$ cat src/rtl/pwm_pkg.sv
// Shared types and constants for the three-phase center-aligned PWM carrier.
package pwm_pkg;

    localparam int PWM_N    = 8;
    localparam int PWM_DT_W = 6;

    function automatic int pmax(input int n);
        return (32'sd1 <<< n) - 32'sd1;
    endfunction

    function automatic int period(input int n);
        return 32'sd2 * pmax(n);
    endfunction

    localparam int PWM_PMAX   = pmax(PWM_N);
    localparam int PWM_PERIOD = period(PWM_N);

    typedef struct packed {
        logic [PWM_N-1:0] a;
        logic [PWM_N-1:0] b;
        logic [PWM_N-1:0] c;
    } duty3_t;

    typedef struct packed {
        logic h;
        logic l;
    } leg_t;

endpackage

$ cat src/rtl/pwm_carrier_dt_deadtime_unit.sv
// One inverter leg: turns a raw compare into complementary gates with dead time.
module deadtime_unit
    import pwm_pkg::*;
#(
    parameter int DT_W = PWM_DT_W
) (
    input  logic            clk,
    input  logic            rst,
    input  logic            enable,
    input  logic            raw,
    input  logic [DT_W-1:0] dead_time,
    output logic            h,
    output logic            l
);

    logic            raw_prev_r;
    logic [DT_W-1:0] dt_cnt_r;
    logic [DT_W-1:0] dt_cnt_s;
    leg_t            leg_r;

    // Next dead-time count: any raw edge reloads, otherwise run down to zero
    always_comb begin
        dt_cnt_s = dt_cnt_r;
        if (raw != raw_prev_r) begin
            dt_cnt_s = dead_time;
        end else if (dt_cnt_r != {DT_W{1'b0}}) begin
            dt_cnt_s = dt_cnt_r - DT_W'(1'b1);
        end else begin
            dt_cnt_s = {DT_W{1'b0}};
        end
    end

    // Edge history, count and gates; both gates stay low while the count is non-zero
    always_ff @(posedge clk or posedge rst) begin
        if (rst) begin
            raw_prev_r <= 1'b0;
            dt_cnt_r   <= {DT_W{1'b0}};
            leg_r      <= '{h: 1'b0, l: 1'b0};
        end else if (!enable) begin
            raw_prev_r <= 1'b0;
            dt_cnt_r   <= {DT_W{1'b0}};
            leg_r      <= '{h: 1'b0, l: 1'b0};
        end else begin
            raw_prev_r <= raw;
            dt_cnt_r   <= dt_cnt_s;
            if (dt_cnt_s == {DT_W{1'b0}}) begin
                leg_r <= '{h: raw, l: ~raw};
            end else begin
                leg_r <= '{h: 1'b0, l: 1'b0};
            end
        end
    end

    assign h = leg_r.h;
    assign l = leg_r.l;

endmodule

$ cat src/rtl/pwm_carrier_dt.sv
// Triangular carrier, valley-synchronous double-buffered duty/dead-time, three gated legs.
module pwm_carrier_dt
    import pwm_pkg::*;
(
    input  logic                clk,
    input  logic                rst,
    input  logic                enable,
    input  logic [PWM_N-1:0]    duty_a,
    input  logic [PWM_N-1:0]    duty_b,
    input  logic [PWM_N-1:0]    duty_c,
    input  logic                duty_valid,
    input  logic [PWM_DT_W-1:0] dead_time,
    output logic                ah,
    output logic                al,
    output logic                bh,
    output logic                bl,
    output logic                ch,
    output logic                cl,
    output logic                sync
);

    localparam int N    = PWM_N;
    localparam int DT_W = PWM_DT_W;
    localparam logic [N-1:0] CNT_MAX = N'(PWM_PMAX);

    logic [N-1:0]    cnt_r;
    logic            dir_up_r;
    duty3_t          duty_in_s;
    duty3_t          shadow_r;
    duty3_t          active_r;
    logic [DT_W-1:0] shadow_dt_r;
    logic [DT_W-1:0] active_dt_r;
    logic            valley_s;
    logic            sync_r;
    logic [2:0]      raw_s;

    assign duty_in_s = '{a: duty_a, b: duty_b, c: duty_c};
    assign valley_s  = enable && (cnt_r == {N{1'b0}});

    // Up/down carrier; parked at the valley while disabled so restart begins there
    always_ff @(posedge clk or posedge rst) begin
        if (rst) begin
            cnt_r    <= {N{1'b0}};
            dir_up_r <= 1'b1;
        end else if (!enable) begin
            cnt_r    <= {N{1'b0}};
            dir_up_r <= 1'b1;
        end else if (dir_up_r) begin
            if (cnt_r == CNT_MAX) begin
                cnt_r    <= CNT_MAX - N'(1'b1);
                dir_up_r <= 1'b0;
            end else begin
                cnt_r    <= cnt_r + N'(1'b1);
            end
        end else begin
            if (cnt_r == N'(1'b1)) begin
                cnt_r    <= {N{1'b0}};
                dir_up_r <= 1'b1;
            end else begin
                cnt_r    <= cnt_r - N'(1'b1);
            end
        end
    end

    // Shadow takes every write; active follows at the valley, bypassing shadow on a same-cycle write
    always_ff @(posedge clk or posedge rst) begin
        if (rst) begin
            shadow_r    <= '{a: {N{1'b0}}, b: {N{1'b0}}, c: {N{1'b0}}};
            active_r    <= '{a: {N{1'b0}}, b: {N{1'b0}}, c: {N{1'b0}}};
            shadow_dt_r <= {DT_W{1'b0}};
            active_dt_r <= {DT_W{1'b0}};
            sync_r      <= 1'b0;
        end else begin
            if (duty_valid) begin
                shadow_r    <= duty_in_s;
                shadow_dt_r <= dead_time;
            end else begin
                shadow_r    <= shadow_r;
                shadow_dt_r <= shadow_dt_r;
            end
            if (valley_s) begin
                active_r    <= duty_valid ? duty_in_s : shadow_r;
                active_dt_r <= duty_valid ? dead_time : shadow_dt_r;
            end else begin
                active_r    <= active_r;
                active_dt_r <= active_dt_r;
            end
            sync_r <= valley_s;
        end
    end

    assign raw_s[0] = (cnt_r < active_r.a);
    assign raw_s[1] = (cnt_r < active_r.b);
    assign raw_s[2] = (cnt_r < active_r.c);
    assign sync     = sync_r;

    deadtime_unit #(.DT_W(DT_W)) u_dt_a (
        .clk(clk), .rst(rst), .enable(enable), .raw(raw_s[0]),
        .dead_time(active_dt_r), .h(ah), .l(al)
    );

    deadtime_unit #(.DT_W(DT_W)) u_dt_b (
        .clk(clk), .rst(rst), .enable(enable), .raw(raw_s[1]),
        .dead_time(active_dt_r), .h(bh), .l(bl)
    );

    deadtime_unit #(.DT_W(DT_W)) u_dt_c (
        .clk(clk), .rst(rst), .enable(enable), .raw(raw_s[2]),
        .dead_time(active_dt_r), .h(ch), .l(cl)
    );

endmodule
$ cat config.mk
export PLATFORM = sky130hd
export DESIGN_NAME = pwm_carrier_dt
export DESIGN_NICKNAME = d
export VERILOG_FILES = /design/src/rtl/pwm_pkg.sv /design/src/rtl/pwm_carrier_dt_deadtime_unit.sv /design/src/rtl/pwm_carrier_dt.sv
export SDC_FILE = /design/constraint.sdc
export NUM_CORES = 1
export LEC_CHECK = 0
export BUFFER_PORTS_ARGS = -buffer_cell sky130_fd_sc_hd__buf_4
export CORE_MARGIN = 2
export CORE_UTILIZATION = 54
export DETAILED_ROUTE_END_ITERATION = 12
export GPL_TIMING_DRIVEN = 1
export PLACE_DENSITY = 0.77
export SLEW_MARGIN = 20
export SYNTH_ARGS = -nofsm -noshare
export SYNTH_HDL_FRONTEND = slang
export SYNTH_SLANG_ARGS = --single-unit
$ cat constraint.sdc
create_clock -name clk -period 3.6 [get_ports clk]
set_input_delay 0.54 -clock clk [delete_from_list [all_inputs] [get_ports clk]]
set_output_delay 0.54 -clock clk [all_outputs]
set_load 0.005 [all_outputs]
==> results.json <==
{
  "drc": 0,
  "ctsHoldBuffers": 0,
  "finalSetupViolCount": 0,
  "grt_max_degree": 46,
  "static-leakage-power_nw": 2.593,
  "via_count": 3448,
  "grt_pass1_vias": 3467,
  "period_minus_slack_ps": 2582,
  "layout_common_cells": "96 x dfrtp_1, 62 x nand2_1, 42 x buf_4",
  "worstPathArrival_ps": 2860,
  "yosys.area_share.simple_pct": 14.00,
  "placed_cells": 597,
  "met2_usage_pct": 32.95,
  "die_w_microns": 98.99,
  "drv_slew": 0,
  "final_common_cell": "dfrtp_1",
  "ys_ff_latch": 97,
  "critPathCaptureType": "flip-flop",
  "tightest_slew_ps": 870.6,
  "seqPwrFrac_pct": 45.8,
  "track_usage_pct": 21.43,
  "worstReg2RegEnd": "u_dt_a.dt_cnt_r[0]$_DFF_PP0_",
  "timing.final.crit_share_pct": 71.73,
  "synth_edf_count": 0,
  "skew_ps": 9.384,
  "core_sq_mm": 0.008721,
  "num_rows": 34,
  "rrSetupSlack_ps": 1020,
  "finalWirelength_microns": 9839,
  "yosysWarnings": 0,
  "cts_buffers": 9,
  "relSlewSlack_pct": 41.54,
  "synthCells": 459,
  "syn_to_final_growth_pct": 12.35,
  "start_util_pct": 55.87,
  "root_buffer": "clkbuf_8",
  "setup.worst_path.start_class": "flip-flop",
  "diodes": 0,
  "outcome": "finished clean",
  "syn_area_sq_mm": 0.004872,
  "setup_ws_ps": 1018,
  "dieArea_sq_mm": 0.009798,
  "power.total_w": 0.003168,
  "yosys-mux-area-fraction_pct": 13.61,
  "pwr-share-clk_pct": 21.6,
  "numPortBuffers": 40,
  "use_met3_pct": 4.184,
  "synth-compound-area-share_pct": 8.731,
  "grt_pass1_wl_microns": 16710,
  "gr-usage-met1_pct": 30.82,
  "worstPathRequired_ps": 3880,
  "viasPerCell": 5.625,
  "p_switching_w": 0.001129,
  "drt_iter0_markers": 192,
  "reg2reg_from": "cnt_r[7]$_DFF_PP0_",
  "clock_latency_ps": 370,
  "post_cts_buffers": 0,
  "synth_seq_area_share_pct": 49.85,
  "synthFlopType": "dfrtp_1",
  "fmax_mhz": 387.3,
  "hold_viol": 0,
  "cts.sinks": 97,
  "drive_above_1_share_pct": 20.00,
  "wl_per_cell_microns": 16.05,
  "power_frac_comb_pct": 32.6,
  "rsz0062_at_grt": "no",
  "h-tree-depth": 3,
  "busiest_layer": "met2",
  "ir_drop_v": 0.0002814,
  "drt_pass1_iterations": 4,
  "dp_slack_ps": 1017,
  "ys_types": 38,
  "cap_violations": 0,
  "powerDensity_mw_per_mm2": 578.7,
  "cts_tree": "built",
  "hp-class": "input port to async pin",
  "hpwl_microns": 7099,
  "avgSynthCellArea_sq_um": 10.61,
  "p_sw_share_pct": 35.63,
  "synth_xor_area_share_pct": 2.157,
  "p_int_w": 0.002039,
  "reg2regPathDepth": 6,
  "antenna_found_initial": 0,
  "ctsResizeCount": 0,
  "cts_max_path_buffers": 2,
  "stdcell_count": 613,
  "nets": 564,
  "detail-route-antenna-nets": 0,
  "path_clk_slew_ps": 110,
  "gp_congestion": 0.9639,
  "ios": 41,
  "synth-adder-area-share_pct": 7.704,
  "async_flop_share_pct": 100.0,
  "synth_nets": 523,
  "synth_top_family_by_area": "simple AND/OR/NAND/NOR gates",
  "die_h_microns": 98.99,
  "critical_path_class": "flip-flop to flip-flop",
  "grt_overflow_total": 0,
  "critPathMaxFanout": 10,
  "tns_ps": 0
}
## power by group through the flow
stage	registers (W)	logic [W]	clock network (W)
2_1_floorplan	0.00143	0.000787	0
3_3_place_gp	0.00145	0.000960	0
3_5_place_dp	0.00147	0.00102	0
4_1_cts	0.00145	0.00104	0.000694
5_1_grt	0.00148	0.00116	0.000744
6_report	0.00145	0.00103	0.000684
## cell usage after synthesis, types with 6 or more instances
cell type / n / area share [%]
mux2_1: 7 / 1.6
clkbuf_1: 8 / 0.62
dfrtp_1: 96 / 49
nand2b_1: 12 / 1.5
a211oi_1: 12 / 1.8
xnor2_1: 6 / 1.1
xor2_1: 6 / 1.1
nor3_1: 11 / 1.1
mux2i_1: 19 / 3.9
nor2_1: 22 / 1.7
ha_1: 30 / 7.7
nand2_1: 62 / 4.8
o21ai_0: 30 / 3.1
a21oi_1: 12 / 1.2
mux2_2: 35 / 8.1
inv_1: 36 / 2.8
nand3_1: 10 / 1.0
## per-layer routing
metal  vias up  part of all wire [%]
met4         0                   1.6
met2        75                    49
met3        12                   4.8
met1      1697                    45
met5         -                     0
li1       1664                     -
## per-stage QoR
step | utilization (%) | hold slack, ps | instance area [sq um]
after floorplan | - | 459.2 | 4872
after global placement | 60.62 | 480.8 | 5286
after detailed placement | 60.62 | 482.4 | 5286
after CTS | 62.77 | 202.0 | 5474
after global routing | 62.77 | 220.6 | 5474
final | 62.77 | 189.5 | 5474
## critical path: stages (launching register included)
cell	delay, ps
dfrtp_1	560
ha_1	410
nand2_1	60
o21ai_0	310
a21oi_1	150
xnor2_1	720
mux2i_1	290
## sequential cells by signal (all words and copies together), names as in the netlist
register,flops
u_dt_a.l,1
u_dt_c.l,1
cnt_r,8
u_dt_b.h,1
shadow_r,24
shadow_dt_r,6
u_dt_a.raw_prev_r,1
dir_up_r,1
u_dt_b.l,1
u_dt_c.dt_cnt_r,6
u_dt_a.h,1
sync,1
u_dt_b.dt_cnt_r,6
u_dt_a.dt_cnt_r,6
u_dt_b.raw_prev_r,1
active_dt_r,6
active_r,24
u_dt_c.raw_prev_r,1
u_dt_c.h,1
## worst max path at each step
stage / cells past startpoint / start / endpoint
CTS: 6 / cnt_r[7]$_DFF_PP0_ / u_dt_a.dt_cnt_r[2]$_DFF_PP0_
global route: 6 / cnt_r[7]$_DFF_PP0_ / u_dt_a.dt_cnt_r[0]$_DFF_PP0_
finish: 6 / cnt_r[7]$_DFF_PP0_ / u_dt_a.dt_cnt_r[0]$_DFF_PP0_
global placement: 4 / cnt_r[4]$_DFF_PP0_ / active_r[8]$_DFFE_PP0P_
detailed placement: 6 / cnt_r[7]$_DFF_PP0_ / u_dt_a.dt_cnt_r[2]$_DFF_PP0_
floorplan: 1 / rst / active_dt_r[0]$_DFFE_PP0P_
## cells by family after synthesis
family | count (synthesis)
buffers and inverters | 49
adder cells (fa/ha/maj) | 30
flip-flops | 97
multiplexers | 61
AND/OR/NAND/NOR | 141
AO/OA/AOI/OAI | 69
XOR/XNOR | 12
## area by class of cell
type	instances	area (sq um)
Fill cell	702	3247
Sequential cell	97	2429
Multi-Input combinational cell	313	2251
Timing Repair Buffer	43	335.3
Inverter	36	136.4
Tap cell	108	135.1
Clock buffer	9	123.9
Clock inverter	7	63.81
(Power assumes the default switching activity.)
